### src/rtl/jtframe_dump_trig_if.sv
// Signal bundle between the capture trigger and the harness that drives it.
// The harness owns video timing, download state and configuration; the trigger owns status.
interface jtframe_dump_trig_if #(
    parameter int CW = 32,
    parameter int CH = 4
);
    logic          vs;
    logic          downloading;
    logic [CH-1:0] trig;
    logic [CH-1:0] trig_mask;
    logic [CW-1:0] start_frame;
    logic [CW-1:0] dump_len;
    logic          rearm;
    logic [CW-1:0] frame_cnt;
    logic          dump_on;
    logic          dump_start;
    logic          dump_stop;
    logic [1:0]    st;

    modport master (
        output vs, downloading, trig, trig_mask, start_frame, dump_len, rearm,
        input  frame_cnt, dump_on, dump_start, dump_stop, st
    );

    modport slave (
        input  vs, downloading, trig, trig_mask, start_frame, dump_len, rearm,
        output frame_cnt, dump_on, dump_start, dump_stop, st
    );
endinterface

### src/rtl/jtframe_dump_trig.sv
// Frame-aware capture trigger: counts VS falls, opens a dump window on a frame
// match or external trigger edge and closes it after dump_len frames.
module jtframe_dump_trig #(
    parameter int CW      = 32,
    parameter int CH      = 4,
    parameter int WAIT_DL = 1
) (
    input  logic                 clk,
    input  logic                 rst_n,
    jtframe_dump_trig_if.slave   bus
);
    typedef enum logic [1:0] {IDLE = 2'd0, ARMED = 2'd1, DUMP = 2'd2, DONE = 2'd3} state_t;

    localparam state_t        RST_ST = (WAIT_DL != 0) ? IDLE : ARMED;
    localparam logic [CW-1:0] ONE    = {{(CW-1){1'b0}}, 1'b1};

    state_t        st_q, st_d;
    logic          vs_l_q, dl_l_q;
    logic [CH-1:0] trig_l_q;
    logic [CW-1:0] frame_cnt_q, frame_cnt_d;
    logic [CW-1:0] len_cnt_q, len_cnt_d;
    logic          dump_on_q, dump_on_d;
    logic          dump_start_q, dump_start_d;
    logic          dump_stop_q, dump_stop_d;

    logic          vsf, dlf, trg, abort;
    logic [CW-1:0] len_inc;

    always_comb begin
        vsf     = vs_l_q & ~bus.vs;
        dlf     = dl_l_q & ~bus.downloading;
        trg     = |(bus.trig & ~trig_l_q & bus.trig_mask);
        abort   = (WAIT_DL != 0) && bus.downloading;
        len_inc = len_cnt_q + ONE;
    end

    always_comb begin
        st_d         = st_q;
        len_cnt_d    = len_cnt_q;
        dump_start_d = 1'b0;
        dump_stop_d  = 1'b0;
        frame_cnt_d  = frame_cnt_q;

        // Counting is frozen while waiting for the download, so frame 0 is the first
        // frame after it ends; the download-end clear beats a coincident VS fall.
        if ((WAIT_DL != 0) && dlf)
            frame_cnt_d = '0;
        else if (vsf && st_q != IDLE)
            frame_cnt_d = frame_cnt_q + ONE;

        case (st_q)
            IDLE: if (dlf) st_d = ARMED;
            ARMED: begin
                if (abort) begin
                    st_d = IDLE;
                end else if ((vsf && frame_cnt_q == bus.start_frame) || trg) begin
                    st_d         = DUMP;
                    dump_start_d = 1'b1;
                    len_cnt_d    = '0;
                end
            end
            DUMP: begin
                if (abort) begin
                    st_d        = IDLE;
                    dump_stop_d = 1'b1;
                end else if (vsf) begin
                    len_cnt_d = len_inc;
                    if (bus.dump_len != '0 && len_inc == bus.dump_len) begin
                        st_d        = DONE;
                        dump_stop_d = 1'b1;
                    end
                end
            end
            DONE: begin
                if (abort)          st_d = IDLE;
                else if (bus.rearm) st_d = ARMED;
            end
            default: st_d = RST_ST;
        endcase

        dump_on_d = (st_d == DUMP);
    end

    always_ff @(posedge clk or negedge rst_n) begin
        if (!rst_n) begin
            st_q         <= RST_ST;
            vs_l_q       <= 1'b0;
            dl_l_q       <= 1'b0;
            trig_l_q     <= '0;
            frame_cnt_q  <= '0;
            len_cnt_q    <= '0;
            dump_on_q    <= 1'b0;
            dump_start_q <= 1'b0;
            dump_stop_q  <= 1'b0;
        end else begin
            st_q         <= st_d;
            vs_l_q       <= bus.vs;
            dl_l_q       <= bus.downloading;
            trig_l_q     <= bus.trig;
            frame_cnt_q  <= frame_cnt_d;
            len_cnt_q    <= len_cnt_d;
            dump_on_q    <= dump_on_d;
            dump_start_q <= dump_start_d;
            dump_stop_q  <= dump_stop_d;
        end
    end

    assign bus.frame_cnt  = frame_cnt_q;
    assign bus.dump_on    = dump_on_q;
    assign bus.dump_start = dump_start_q;
    assign bus.dump_stop  = dump_stop_q;
    assign bus.st         = st_q;
endmodule

### src/flat_wrapper.sv
// flat-port wrapper written by rule: the top's interface ports become plain ports
module jtframe_dump_trig_flat 
#(
    parameter int CW      = 32,
    parameter int CH      = 4,
    parameter int WAIT_DL = 1
)
  (clk, rst_n, bus_vs, bus_downloading, bus_trig, bus_trig_mask, bus_start_frame, bus_dump_len, bus_rearm, bus_frame_cnt, bus_dump_on, bus_dump_start, bus_dump_stop, bus_st);
  jtframe_dump_trig_if #(.CW(CW), .CH(CH)) bus_i ();
  input  logic clk;
  input  logic rst_n;
  input wire logic [$bits(bus_i.vs)-1:0] bus_vs;
  input wire logic [$bits(bus_i.downloading)-1:0] bus_downloading;
  input wire logic [$bits(bus_i.trig)-1:0] bus_trig;
  input wire logic [$bits(bus_i.trig_mask)-1:0] bus_trig_mask;
  input wire logic [$bits(bus_i.start_frame)-1:0] bus_start_frame;
  input wire logic [$bits(bus_i.dump_len)-1:0] bus_dump_len;
  input wire logic [$bits(bus_i.rearm)-1:0] bus_rearm;
  output wire logic [$bits(bus_i.frame_cnt)-1:0] bus_frame_cnt;
  output wire logic [$bits(bus_i.dump_on)-1:0] bus_dump_on;
  output wire logic [$bits(bus_i.dump_start)-1:0] bus_dump_start;
  output wire logic [$bits(bus_i.dump_stop)-1:0] bus_dump_stop;
  output wire logic [$bits(bus_i.st)-1:0] bus_st;
  assign bus_i.vs = bus_vs;
  assign bus_i.downloading = bus_downloading;
  assign bus_i.trig = bus_trig;
  assign bus_i.trig_mask = bus_trig_mask;
  assign bus_i.start_frame = bus_start_frame;
  assign bus_i.dump_len = bus_dump_len;
  assign bus_i.rearm = bus_rearm;
  assign bus_frame_cnt = bus_i.frame_cnt;
  assign bus_dump_on = bus_i.dump_on;
  assign bus_dump_start = bus_i.dump_start;
  assign bus_dump_stop = bus_i.dump_stop;
  assign bus_st = bus_i.st;
  jtframe_dump_trig #(.CW(CW), .CH(CH), .WAIT_DL(WAIT_DL)) u_core (.clk(clk), .rst_n(rst_n), .bus(bus_i));
endmodule
### config.mk
export PLATFORM = sky130hd
export DESIGN_NAME = jtframe_dump_trig_flat
export DESIGN_NICKNAME = d
export VERILOG_FILES = /design/src/rtl/jtframe_dump_trig_if.sv /design/src/rtl/jtframe_dump_trig.sv /design/src/flat_wrapper.sv
export SDC_FILE = /design/constraint.sdc
export NUM_CORES = 1
export LEC_CHECK = 0
export BUFFER_PORTS_ARGS = -buffer_cell sky130_fd_sc_hd__buf_2
export CELL_PAD_IN_SITES_DETAIL_PLACEMENT = 1
export CELL_PAD_IN_SITES_GLOBAL_PLACEMENT = 1
export CORE_MARGIN = 2
export CORE_UTILIZATION = 41
export CTS_CLUSTER_SIZE = 40
export DETAILED_ROUTE_END_ITERATION = 16
export GPL_ROUTABILITY_DRIVEN = 0
export PLACE_DENSITY = 0.8
export SYNTH_ARGS = -nofsm -noshare
export SYNTH_HDL_FRONTEND = slang
export SYNTH_SLANG_ARGS = --single-unit
### constraint.sdc
create_clock -name clk -period 4.3 [get_ports clk]
set_input_delay 0.86 -clock clk [delete_from_list [all_inputs] [get_ports clk]]
set_output_delay 0.86 -clock clk [all_outputs]
set_load 0.005 [all_outputs]
==> results of run 1 <==
-- power groups by stage --
stage	Sequential (W)	Clock (W)	Combinational, W
6_report	0.000741	0.000789	0.000210
5_1_grt	0.000744	0.000833	0.000233
4_1_cts	0.000742	0.000801	0.000213
3_5_place_dp	0.000754	0	0.000210
3_3_place_gp	0.000752	0	0.000203
2_1_floorplan	0.000748	0	0.000106
-- cell type report --
cell class | count | share of cell area [%]
Clock buffer | 10 | 3.86
Timing Repair Buffer | 119 | 9.89
Tap cell | 172 | 3.47
Clock inverter | 6 | 1.03
Sequential cell | 75 | 30.3
Multi-Input combinational cell | 499 | 50.9
Inverter | 9 | 0.545
-- placed cells by master (no fill, tap or decap), types with 10 or more instances in the layout --
master / netlist / final
xnor2_1: 38 / 38
nand3_1: 26 / 26
nand2_1: 56 / 56
dfrtp_1: 75 / 75
a21oi_1: 25 / 25
nand4_1: 21 / 21
o31ai_1: 15 / 15
xor2_1: 65 / 65
buf_2: 6 / 112
o21ai_0: 48 / 48
and3_1: 10 / 10
nor4_1: 25 / 25
nor3_1: 12 / 11
nor2_1: 68 / 68
-- metal layers --
metal | vias up | GRT usage, %
li1 | 2403 | -
met1 | 2554 | 32.0
met2 | 148 | 44.2
met3 | 36 | 5.40
met4 | 0 | 11.8
met5 | - | 0
-- per-stage QoR --
| stage | hold slack [ps] | setup slack [ps] | power (W) | util, % | cells |
|---|---|---|---|---|---|
| after floorplan | 469 | 1140 | 0.000854 | - | 614 |
| after global placement | 490 | 694 | 0.000955 | 47.3 | 874 |
| after detailed placement | 506 | 579 | 0.000965 | 47.3 | 874 |
| after CTS | 518 | 774 | 0.00176 | 49.7 | 890 |
| after global routing | 533 | 548 | 0.00181 | 49.7 | 890 |
| final | 516 | 656 | 0.00174 | 49.7 | 890 |
-- logic make-up (layout without fill, tap and decap cells) --
group,Yosys count,in the layout
xor gates and xnor gates,103,103
adders and majority gates,2,2
and+or+nand+nor,278,278
muxes,4,4
DFF,75,75
AOI/OAI and AO/OA,112,112
buffers and inverters,40,144
-- worst max-delay path: cells and delay by family, from the launching register on --
family / cells / cell delay [ps]
flip-flops: 1 / 510
XOR/XNOR: 1 / 220
AND/OR/NAND/NOR: 6 / 2610
AO/OA/AOI/OAI: 1 / 200
-- worst paths after layout --
path                                 startpoint                        to  slack, ps  depth (start not counted)
max                         u_core.len_cnt_q[2]      u_core.bus.dump_stop        660                          8
min reg2reg                u_core.len_cnt_q[31]      u_core.len_cnt_q[31]        520                          1
min in group asynchronous                 rst_n  u_core.bus.frame_cnt[29]        690                          1
min                        u_core.len_cnt_q[31]      u_core.len_cnt_q[31]        520                          1
max reg2reg                 u_core.len_cnt_q[2]      u_core.bus.dump_stop        660                          8
max in group asynchronous                 rst_n   u_core.bus.frame_cnt[0]       2960                          1
-- sequential cells by signal (all words and copies together) (netlist names) --
| signal | cells |
|---|---|
| u_core.bus.dump_on | 1 |
| u_core.bus.dump_start | 1 |
| u_core.bus.dump_stop | 1 |
| u_core.bus.frame_cnt | 32 |
| u_core.bus.st | 2 |
| u_core.dl_l_q | 1 |
| u_core.len_cnt_q | 32 |
| u_core.trig_l_q | 4 |
| u_core.vs_l_q | 1 |
==> impl_metrics.json, run 1 <==
{
  "status": "complete, no violations",
  "insertion_delay_ps": 350,
  "synth_enable_flop_cells": 0,
  "clockPowerShare_pct": 45.3,
  "wl_met1_um": 7010,
  "root_buffer": "clkbuf_16",
  "ir_drop_mv": 0.177,
  "track_usage_pct": 26.1,
  "die_y_um": 117,
  "synth_ff_type": "dfrtp_1",
  "p_leak_nw": 2.79,
  "synth.area.mux_share_pct": 0.795,
  "p_sw_share_pct": 26.9,
  "antenna_found_initial": 0,
  "relSlewSlack_pct": 16.2,
  "rows": 41,
  "synth_xor_area_share_pct": 17.4,
  "crit_fanout": 9,
  "cp-start-kind": "flip-flop",
  "p_int_w": 0.00127,
  "avgRoutedWirePerCell_um": 19.1,
  "crit_chain": "and4_1 -> nand3_1 -> nor4_1 -> xnor2_1 -> nand3_1 -> or4_1 -> or4_1 -> a21oi_1",
  "n_fill_cell": 1526,
  "switchingPower_w": 0.000469,
  "wl_met2_um": 8380,
  "yosys_warnings": 0,
  "cp_slowest_stage_delay_ps": 770,
  "cts_setup_buffers": 0,
  "postCtsResizedCells": 0,
  "max_freq_mhz": 274,
  "seq_area_um2": 1880,
  "placed_area_um2": 5890,
  "async_flop_share_pct": 100,
  "ys_seq_elements": 75,
  "grt_max_degree": 76,
  "min_period_over_period_pct": 84.7,
  "tightest_slew_ps": 1260,
  "avgSynthCellArea_um2": 8.45,
  "critPathKind": "flip-flop to flip-flop",
  "port_buffers": 113,
  "cp_slowest_cell": "nor4_1",
  "max_cap_viol_count": 0,
  "dieArea_um2": 13600,
  "power.density_nw_per_um2": 281,
  "drv_slew": 0,
  "yosysSeqAreaShare_pct": 36.2,
  "hold_path_class": "flip-flop to flip-flop",
  "ant_nets": 0,
  "syn2layout_area_growth_pct": 19.4,
  "route.vias.total": 5141,
  "viasPerCell": 5.78,
  "synth_cell_types": 52,
  "critPathArrivalTime_ps": 3880,
  "cts_buffer_depth": 2,
  "synth_top_family_by_area": "simple AND/OR/NAND/NOR gates",
  "drc_errors": 0,
  "dp_hpwl_um": 12500,
  "grt_pass1_wl_um": 27400,
  "syn_area_um2": 5190,
  "cts_tree": "done",
  "setup.worst_path.end_class": "flip-flop",
  "dr_wl_met3_um": 1090,
  "setup_violations": 0,
  "syn_inst": 614,
  "drt_iter0_markers": 228,
  "io_pins": 114,
  "drive_above_1_share_pct": 21.3,
  "synth_compound_area_share_pct": 12.7,
  "start_util_pct": 41.6,
  "synthAdderAreaFrac_pct": 0.482,
  "rsz0062_at_grt": "false",
  "synth.largest_area_cell": "dfrtp_1",
  "layout.nets": 792,
  "synthTopCellsByArea": "dfrtp_1, xor2_1, xnor2_1, nor2_1, o21ai_0",
  "clk_pin_slew_ps": 60,
  "routed_wl_um": 17000,
  "finClkSkew_ps": 7.16,
  "cts_buffers": 9,
  "cp.required_ps": 4540,
  "fin_crit_ps": 3640,
  "grt_pass1_vias": 5376,
  "fin_area_um2": 6200,
  "n_antenna_cell": 0,
  "tns_ps": 0,
  "synth-simple-area-share_pct": 29.3,
  "clock-sinks": 75,
  "postCtsHoldBufs": 0,
  "sequentialPowerShare_pct": 42.6,
  "combPwrFrac_pct": 12.1,
  "multi_input_area_um2": 3150,
  "synthMostInstantiatedCell": "dfrtp_1",
  "drt_first_pass_iters": 4,
  "cts_max_level": 3,
  "grt-ovfl-total": 0,
  "fp.coreArea_um2": 12500,
  "die_w_um": 117,
  "synth_common_cells": "dfrtp_1, nor2_1, xor2_1",
  "hold_viol_final": 0,
  "syn_nets": 693,
  "topRoutingLayerUsed": "met4",
  "synth_top_area_share_pct": 36.2
}
(Power assumes the default switching activity.)
==> run 2, diff against run 1 <==
clock period = 3.7 ns   (was 4.3 ns; I/O delays follow)
==> run 2 against run 1 <==
Cell area up 0.48%. Register-to-register slack worse by 370 ps. Total power up 11%. Sequential power up 16%. Fmax up 6.9%. Hold slack worse by 8.5 ps. Non-clock buffer count up 8. First-iteration DRC count up 25%. Sequential cell count unchanged. Clock power up 4.4%. Sequential share of layout area down 0.15 points. Utilization up 0.24 points. Critical path type unchanged. Largest cell class unchanged. Largest power group is now sequential cells. Highest routed layer unchanged.
==> impl_metrics.json, run 2 (synthesized netlist as in run 1, its figures left out) <==
{
  "hold_ws_ps": 508,
  "crit_chain": "ha_1 -> nand3_2 -> or4_4 -> nor2_1 -> and3_1 -> xnor2_1 -> or4b_2 -> nor4_1 -> o22ai_1",
  "setup_violations": 0,
  "cp_slowest_cell": "or4_4",
  "layout_commonest_cell": "buf_2",
  "port_buffers": 113,
  "syn2layout_area_growth_pct": 19.9,
  "viasPerCell": 5.73,
  "setup.worst_path.end_class": "flip-flop",
  "postCtsHoldBufs": 0,
  "root_buffer": "clkbuf_16",
  "cts_max_level": 3,
  "drt_iter0_markers": 286,
  "power.density_nw_per_um2": 310,
  "hold_path_class": "input pin to flip-flop",
  "utilization_pct": 49.9,
  "grt-ovfl-total": 0,
  "cts_tree": "done",
  "n_fill_cell": 1553,
  "ant_nets": 0,
  "antenna_found_initial": 0,
  "routed_wl_um": 16800,
  "max_freq_mhz": 293,
  "avgRoutedWirePerCell_um": 18.8,
  "hold_viol_final": 0,
  "critPathArrivalTime_ps": 3620,
  "grt_pass1_vias": 5251,
  "clk_pin_slew_ps": 60,
  "min_period_over_period_pct": 92.2,
  "fp.coreArea_um2": 12500,
  "cp_top_family": "simple AND/OR/NAND/NOR gates",
  "drt_first_pass_iters": 4,
  "drv_slew": 0,
  "fin_crit_ps": 3410,
  "ir_drop_mv": 0.173,
  "cts_buffer_depth": 2,
  "min_path_cells": 1,
  "clock-sinks": 75,
  "rows": 41,
  "status": "complete, no violations",
  "cts_buffers": 9,
  "cp-start-kind": "flip-flop",
  "rr_worst_depth": 9,
  "cp_slowest_stage_delay_ps": 640,
  "tightest_slew_ps": 1220,
  "n_antenna_cell": 0,
  "die_w_um": 117,
  "grt_max_degree": 76,
  "dieArea_um2": 13600,
  "regToRegEndpoint": "u_core.bus.dump_on",
  "critPathKind": "flip-flop to flip-flop",
  "r2r_setup_slack_ps": 290,
  "crit_fanout": 10,
  "drive_above_1_share_pct": 22.2,
  "grt_pass1_wl_um": 26900,
  "cp.required_ps": 3910,
  "finClkSkew_ps": 7.90,
  "worst-path-buf-inv": 0,
  "rsz0062_at_grt": "false",
  "max_cap_viol_count": 0,
  "drc_errors": 0,
  "dp_hpwl_um": 12700,
  "track_usage_pct": 25.6,
  "p_leak_nw": 2.82,
  "insertion_delay_ps": 350,
  "r2r-start": "u_core.len_cnt_q[0]",
  "io_pins": 114,
  "route.vias.total": 5142,
  "layout.nets": 800,
  "tns_ps": 0,
  "die_y_um": 117,
  "final_cell_mix": "buf_2, dfrtp_1, nor2_1, xor2_1, nand2_1",
  "holdPathEnd": "u_core.trig_l_q[3]",
  "start_util_pct": 41.6,
  "relSlewSlack_pct": 18.4,
  "min-delay-start": "bus_trig[3]"
}
## run 2: timing repair
action	in CTS	in global routing
setup buffers	0	2
endpoints found under the setup margin	0	1
resized for setup	0	1
## run 2: worst max path at each step
stage | start | end | slack, ps | cells after the start
6_report | u_core.len_cnt_q[0] | u_core.bus.dump_on | 290 | 9
5_1_grt | u_core.len_cnt_q[0] | u_core.bus.dump_stop | 130 | 9
4_1_cts | u_core.len_cnt_q[0] | u_core.bus.dump_stop | 210 | 9
3_5_place_dp | bus_vs | u_core.bus.frame_cnt[30] | 200 | 9
2_1_floorplan | bus_vs | u_core.bus.frame_cnt[26] | 660 | 8
3_3_place_gp | bus_vs | u_core.bus.frame_cnt[30] | 330 | 9
## run 2: cell type report
type / instances / area [µm²] / area share, %
clock buffers: 10 / 229 / 3.68
repair buffers: 127 / 673 / 10.8
clock inverters: 6 / 40.0 / 0.643
well taps: 172 / 215 / 3.46
inverters: 9 / 33.8 / 0.543
flip-flops and latches: 75 / 1880 / 30.1
multi-input cells: 499 / 3160 / 50.7
## run 2: through the flow
stage                     setup WS (ps)  std cells  power [W]  area (µm²)
after CTS                           209        896    0.00196        6210
after detailed placement            202        880    0.00112        5940
after global routing                125        898    0.00202        6230
final                               290        898    0.00193        6230
after floorplan                     656        614   0.000992        5190
after global placement              329        880    0.00111        5940
## run 2: layer usage
layer | vias to the layer above | routed length [µm] | global-route usage [%]
met3 | 33 | 793 | 4.51
met4 | 0 | 387 | 10.5
met5 | - | 0 | 0
li1 | 2409 | - | -
met1 | 2554 | 7170 | 31.2
met2 | 146 | 8490 | 44.9
## run 2: power by group
| part | internal, W | leakage (nW) | switching (W) |
|---|---|---|---|
| Sequential | 0.000837 | 1.03 | 0.0000252 |
| Clock | 0.000454 | 0.133 | 0.000370 |
| Combinational | 0.000102 | 1.66 | 0.000143 |
